==> src/rtl/mp_add_seq.sv <==
// mp_add_seq
// Multi-precision add/subtract sequencer. Two requesters share one SLICE_W-bit
// carry-lookahead slice. A round-robin arbiter accepts one request, and the
// slice then runs once per cycle over NWORDS words, least-significant word
// first. The carry is chained through a register. The full-width result is
// returned on a valid/ready handshake.
//
// Optional feature: define MP_ADD_OVF_EN to add the rsp_ovf signed-overflow
// output. When the macro is undefined, the port and its logic are absent.
//
// Ports
//   clk        in   rising-edge clock
//   reset      in   synchronous active-high reset
//   req_valid  in   [1:0] per-requester request valid
//   req_ready  out  [1:0] per-requester accept strobe (one-hot or zero, combinational)
//   req_a0/b0  in   [W-1:0] requester 0 operands
//   req_a1/b1  in   [W-1:0] requester 1 operands
//   req_sub    in   [1:0] per-requester op select (1 = A-B, 0 = A+B)
//   rsp_valid  out  result valid
//   rsp_ready  in   consumer accepts result
//   rsp_data   out  [W-1:0] sum / difference
//   rsp_cout   out  carry out of the top slice (subtract: 1 = no borrow)
//   rsp_ovf    out  signed overflow (MP_ADD_OVF_EN only)
//   rsp_id     out  requester that owns the result
module mp_add_seq #(
  parameter int SLICE_W = 16,
  parameter int NWORDS  = 4
) (
  input  logic                        clk,
  input  logic                        reset,
  input  logic [1:0]                  req_valid,
  output logic [1:0]                  req_ready,
  input  logic [SLICE_W*NWORDS-1:0]   req_a0,
  input  logic [SLICE_W*NWORDS-1:0]   req_b0,
  input  logic [SLICE_W*NWORDS-1:0]   req_a1,
  input  logic [SLICE_W*NWORDS-1:0]   req_b1,
  input  logic [1:0]                  req_sub,
  output logic                        rsp_valid,
  input  logic                        rsp_ready,
  output logic [SLICE_W*NWORDS-1:0]   rsp_data,
  output logic                        rsp_cout,
`ifdef MP_ADD_OVF_EN
  output logic                        rsp_ovf,
`endif
  output logic                        rsp_id
);

  localparam int W  = SLICE_W * NWORDS;
  localparam int KW = (NWORDS > 1) ? $clog2(NWORDS) : 1;
  localparam logic [KW-1:0] K_LAST = KW'(NWORDS - 1);

  typedef enum logic [1:0] {IDLE, RUN, DONE} state_t;

  // One slice. Each 4-bit group resolves its carries in a single lookahead
  // level. Group generate/propagate then carry the result between groups.
  // The return value is {cout, sum}.
  function automatic logic [SLICE_W:0] cla_slice(input logic [SLICE_W-1:0] a,
                                                 input logic [SLICE_W-1:0] b,
                                                 input logic               cin);
    logic [SLICE_W-1:0] p, g, cv;
    logic               c, gg, gp;
    int                 o;
    p  = a ^ b;
    g  = a & b;
    c  = cin;
    cv = '0;
    for (int j = 0; j < SLICE_W / 4; j++) begin
      o         = 4 * j;
      cv[o]     = c;
      cv[o + 1] = g[o] | (p[o] & c);
      cv[o + 2] = g[o + 1] | (p[o + 1] & g[o]) | (p[o + 1] & p[o] & c);
      cv[o + 3] = g[o + 2] | (p[o + 2] & g[o + 1]) | (p[o + 2] & p[o + 1] & g[o])
                | (p[o + 2] & p[o + 1] & p[o] & c);
      gg = g[o + 3] | (p[o + 3] & g[o + 2]) | (p[o + 3] & p[o + 2] & g[o + 1])
         | (p[o + 3] & p[o + 2] & p[o + 1] & g[o]);
      gp = &p[o +: 4];
      c  = gg | (gp & c);
    end
    return {c, p ^ cv};
  endfunction

  state_t             r_state;
  logic               r_last_grant;
  logic [W-1:0]       r_a, r_b, r_res;
  logic               r_carry, r_cout, r_id, r_rsp_valid;
  logic [KW-1:0]      r_k;
`ifdef MP_ADD_OVF_EN
  logic               r_ovf;
`endif

  logic               w_g;
  logic               w_hs;
  logic [W-1:0]       w_op_a, w_op_b;
  logic               w_sub;
  logic [SLICE_W-1:0] w_a_word, w_b_word, w_sum;
  logic [SLICE_W:0]   w_slice;
  logic               w_cout;

  // When both requesters are valid, the grant goes to the one that was not
  // served last.
  always_comb begin
    w_g = 1'b0;
    case (req_valid)
      2'b10:   w_g = 1'b1;
      2'b11:   w_g = ~r_last_grant;
      default: w_g = 1'b0;
    endcase
  end

  assign req_ready = (r_state == IDLE && !reset && req_valid[w_g]) ?
                     (w_g ? 2'b10 : 2'b01) : 2'b00;
  assign w_hs      = |req_ready;
  assign w_op_a    = w_g ? req_a1 : req_a0;
  assign w_op_b    = w_g ? req_b1 : req_b0;
  assign w_sub     = req_sub[w_g];

  // The operands shift right one word per RUN cycle, so the slice always reads
  // the low word. The result fills in from the top and is aligned after
  // NWORDS shifts.
  assign w_a_word  = r_a[SLICE_W-1:0];
  assign w_b_word  = r_b[SLICE_W-1:0];
  assign w_slice   = cla_slice(w_a_word, w_b_word, r_carry);
  assign w_sum     = w_slice[SLICE_W-1:0];
  assign w_cout    = w_slice[SLICE_W];

  always_ff @(posedge clk) begin
    if (reset) begin
      r_state      <= IDLE;
      r_last_grant <= 1'b1;
      r_rsp_valid  <= 1'b0;
      r_res        <= '0;
      r_cout       <= 1'b0;
      r_id         <= 1'b0;
      r_k          <= '0;
`ifdef MP_ADD_OVF_EN
      r_ovf        <= 1'b0;
`endif
    end else begin
      case (r_state)
        // IDLE: capture the granted operands. For subtract, invert B and
        // seed the carry with 1.
        IDLE: begin
          if (w_hs) begin
            r_a     <= w_op_a;
            r_b     <= w_sub ? ~w_op_b : w_op_b;
            r_carry <= w_sub;
            r_k     <= '0;
            r_id    <= w_g;
            r_state <= RUN;
          end
        end
        // RUN: process one word per cycle.
        RUN: begin
          r_a     <= r_a >> SLICE_W;
          r_b     <= r_b >> SLICE_W;
          r_carry <= w_cout;
          r_res   <= {w_sum, r_res[W-1:SLICE_W]};
          r_k     <= r_k + KW'(1);
          if (r_k == K_LAST) begin
            r_cout      <= w_cout;
`ifdef MP_ADD_OVF_EN
            // The carry into the top bit equals a ^ b ^ sum at that bit.
            r_ovf       <= w_a_word[SLICE_W-1] ^ w_b_word[SLICE_W-1]
                         ^ w_sum[SLICE_W-1] ^ w_cout;
`endif
            r_rsp_valid <= 1'b1;
            r_state     <= DONE;
          end
        end
        // DONE: hold the result until the consumer accepts it.
        DONE: begin
          if (rsp_ready) begin
            r_rsp_valid  <= 1'b0;
            r_last_grant <= r_id;
            r_state      <= IDLE;
          end
        end
        default: r_state <= IDLE;
      endcase
    end
  end

  assign rsp_valid = r_rsp_valid;
  assign rsp_data  = r_res;
  assign rsp_cout  = r_cout;
  assign rsp_id    = r_id;
`ifdef MP_ADD_OVF_EN
  assign rsp_ovf   = r_ovf;
`endif

endmodule

==> config.mk <==
export PLATFORM = sky130hd
export DESIGN_NAME = mp_add_seq
export DESIGN_NICKNAME = d
export VERILOG_FILES = /design/src/rtl/mp_add_seq.sv
export SDC_FILE = /design/constraint.sdc
export NUM_CORES = 1
export LEC_CHECK = 0
export CAP_MARGIN = 20
export CORE_ASPECT_RATIO = 0.6
export CORE_MARGIN = 8
export CORE_UTILIZATION = 47
export CTS_BUF_LIST = sky130_fd_sc_hd__clkbuf_16
export CTS_CLUSTER_SIZE = 40
export DETAILED_ROUTE_END_ITERATION = 10
export GPL_TIMING_DRIVEN = 0
export MAX_ROUTING_LAYER = met4
export PLACE_DENSITY = 0.82
export SLEW_MARGIN = 40
export SYNTH_ARGS = -nofsm -noshare
export SYNTH_HDL_FRONTEND = slang
export SYNTH_SLANG_ARGS = --single-unit
==> constraint.sdc <==
create_clock -name clk -period 10.68 [get_ports clk]
set_input_delay 2.136 -clock clk [delete_from_list [all_inputs] [get_ports clk]]
set_output_delay 2.136 -clock clk [all_outputs]
set_load 0.01 [all_outputs]
==> flow_metrics.tcl <==
set metrics [dict create \
    status "finished, final reports clean" \
    fin_crit_sh_pct 61.9 \
    vias_per_cell 5.43 \
    drc_errors 0 \
    crit_path_max_fanout 10 \
    tns_ns 0 \
    synthesis.area_per_instance_um2 9.52 \
    dr.pass1.iters 5 \
    clockRootBuffer "clkbuf_16" \
    synth_top_area_cell "edfxtp_1" \
    clock.fmax_mhz 151 \
    worst_setup_path_start_kind "primary input" \
    cts_made_buffers 20 \
    grt_pass1_vias 9386 \
    slew_violations 0 \
    setup_viol 0 \
    rsz0062_at_grt "no" \
    switching_share_pct 26.9 \
    grt_overflow 0 \
    ys_seq_elements 201 \
    cp_cell_sequence "clkdlybuf4s50_1 > nand2_1 > nand2_1 > buf_2 > buf_2 > buf_2 > nor3_1 > clkdlybuf4s50_1" \
    cts_resized 0 \
    grt_max_degree 22 \
    core-area_mm2 0.0210 \
    grt_util_all_layers_pct 26.0 \
    ys_top_cells_by_area "edfxtp_1, dfxtp_1, nand2_1" \
    dieArea_mm2 0.0264 \
    required_ns 8.54 \
    fin_util_pct 69.1 \
    gp_congestion 0.906 \
    drv_cap 0 \
    cts.clk_slew.worst_paths_ns 0.06 \
    cpLargestDelayFamily "buffers and inverters" \
    wl_per_cell_um 20.2 \
    p_per_area_mw_per_mm2 147 \
    fin_cells 1708 \
    die_y_um 129 \
    dpl.cell_count 1669 \
    clk_path_buf_depth 3 \
    p_int_uw 1550 \
    crit_path_end_kind "primary output" \
    drtAntennaViolNets 0 \
    hold_path_class "register to register" \
    hold_viol_final 0 \
    start_util_pct 47.7 \
    pre_cts_ws_ns 4.03 \
    ys_types 44 \
    grt_first_pass_wirelength_um 52100 \
    final.fill_count 1632 \
    fp.dieW_um 204 \
    path_buf_inv 5 \
    synth_edf_count 129 \
    syn_inst 1052 \
    clock-sinks 201 \
    seqPwrFrac_pct 44.8 \
    yosysWarnings 0 \
    vias 9270 \
    critPathKind "primary input to primary output" \
    worst_slack_ns 4.07 \
    nNetsFinal 1696 \
    cpMostUsedCell "buf_2" \
    combPwrFrac_pct 22.4 \
    drive_gt1_share_pct 4.28 \
    worst_slew_pin_slew_ns 0.822 \
    cts_max_level 1 \
    row_count 41 \
    post-cts-setup-buffers 0 \
    ir_drop_mv 0.0998 \
    arrival_ns 4.47 \
    holdBufCountCts 0 \
    synth_top_area_share_pct 38.7 \
    period_minus_slack_ns 6.61 \
    skew_ns 0.0118 \
    wl_um 34500 \
    synthFlopType "edfxtp_1" \
    seq_area_frac_synth_pct 53.1 \
    place_hpwl_um 27400 \
    drt-initial-drc-count 692 \
    power_frac_clock_pct 32.8 \
    critical-path-max-stage-delay_ns 0.52 \
    syn_nets 1336 \
    yosys-top-cells-count "nand2_1, a21oi_1, nor2_1" \
    finalPower_uw 2120 \
    p_sw_uw 572 \
    relSlewSlack_pct 45.2 \
    antenna_found_initial 2 \
    yosysMostFrequentCell "nand2_1" \
    clk-insertion-delay-late_ns 0.50 \
    cts_tree "built" \
    async_flop_share_pct 0 \
    synth_area_mm2 0.0100 \
    crit_slowest_cell "clkdlybuf4s50_1" \
    power_leakage_uw 0.00552 \
    ios 332 \
    port-buffer-count 331 \
    syn_to_final_growth_pct 44.6 \
]
final timing paths:
kind                                   start      endpoint  slack (ns)  cells after the start
worst min-delay path             rsp_data[1]   rsp_data[1]        0.45                      2
worst min register to register   rsp_data[1]   rsp_data[1]        0.45                      2
worst max register to register        r_b[5]  rsp_data[60]        7.85                      9
worst max-delay path            req_valid[0]  req_ready[1]        4.07                      8
sequential cells by signal, summed over array words and instances, names as in the netlist:
| name | count |
|---|---|
| r_a | 64 |
| r_b | 64 |
| rsp_data | 64 |
| r_k | 2 |
| r_state | 2 |
| r_carry | 1 |
| r_last_grant | 1 |
| rsp_cout | 1 |
| rsp_id | 1 |
| rsp_valid | 1 |
metal layers:
metal | track usage (%) | wire length (um) | vias up
met5 | - | 0 | -
met4 | 5.90 | 645 | 0
met3 | 5.41 | 2970 | 42
met2 | 40.4 | 15700 | 438
met1 | 34.9 | 15200 | 4422
li1 | - | - | 4368
tightest hold or removal path, cell delays in order (launching register included):
cell and delay, ns:
dfxtp_1 0.31, nand2_1 0.05, a21oi_1 0.05
through the flow:
stage / area (um2) / hold WS [ns]
CTS: 14500 / 0.458
detailed placement: 13800 / 0.450
floorplan: 10000 / 0.449
finish: 14500 / 0.455
global placement: 13700 / 0.444
global route: 14500 / 0.479
logic make-up (layout without fill, tap and decap cells):
group                    Yosys count  in the layout  synth area share, %
AND/OR/NAND/NOR                  396            396                 15.4
multiplexers                      66             66                 6.60
buffers and inverters             80            454                 3.36
adder cells (fa/ha/maj)           21             21                 2.92
AO/OA/AOI/OAI                    216            216                 12.4
XOR/XNOR                          72             72                 6.30
flip-flops                       201            201                 53.1
other                              0              3                    0
power by group through the flow:
| stage | sequential, uW | clock [uW] | combinational, uW |
|---|---|---|---|
| after detailed placement | 966 | 0 | 472 |
| final | 951 | 697 | 477 |
| after global placement | 972 | 0 | 450 |
| after global routing | 956 | 739 | 519 |
| after CTS | 950 | 707 | 476 |
| after floorplan | 962 | 0 | 247 |
cell type report:
type                       count  area (um2)  area share [%]
timing repair buffer         338        3470            23.9
buffer                        75         318            2.19
inverter                       5        18.8           0.130
multi-input combinational    771        4370            30.2
sequential                   201        5320            36.7
antenna                        3        7.51          0.0518
tap                          279         349            2.41
clock buffer                  21         526            3.63
clock inverter                15         113           0.777
cell usage in the layout, fill, tap and decap left out, drive strengths merged, types with 2 or more instances in the layout:
| cell | instances |
|---|---|
| inv | 12 |
| nand2 | 244 |
| a31oi | 51 |
| o211ai | 2 |
| clkdlybuf4s50 | 331 |
| dfxtp | 72 |
| a22o | 2 |
| a21oi | 131 |
| clkbuf | 74 |
| o21a | 2 |
| buf | 29 |
| mux2i | 66 |
| nand4 | 2 |
| diode | 3 |
| o21ai | 6 |
| nand2b | 3 |
| nand3b | 2 |
| edfxtp | 129 |
| xor2 | 3 |
| ha | 17 |
| a22oi | 3 |
| nor3 | 3 |
| clkinv | 6 |
| a21o | 6 |
| and3 | 2 |
| a211oi | 5 |
| or3 | 3 |
| bufinv | 2 |
| nor2 | 130 |
| nand3 | 2 |
| xnor2 | 69 |
| nor3b | 2 |
| fa | 4 |
(Power assumes the default switching activity.)
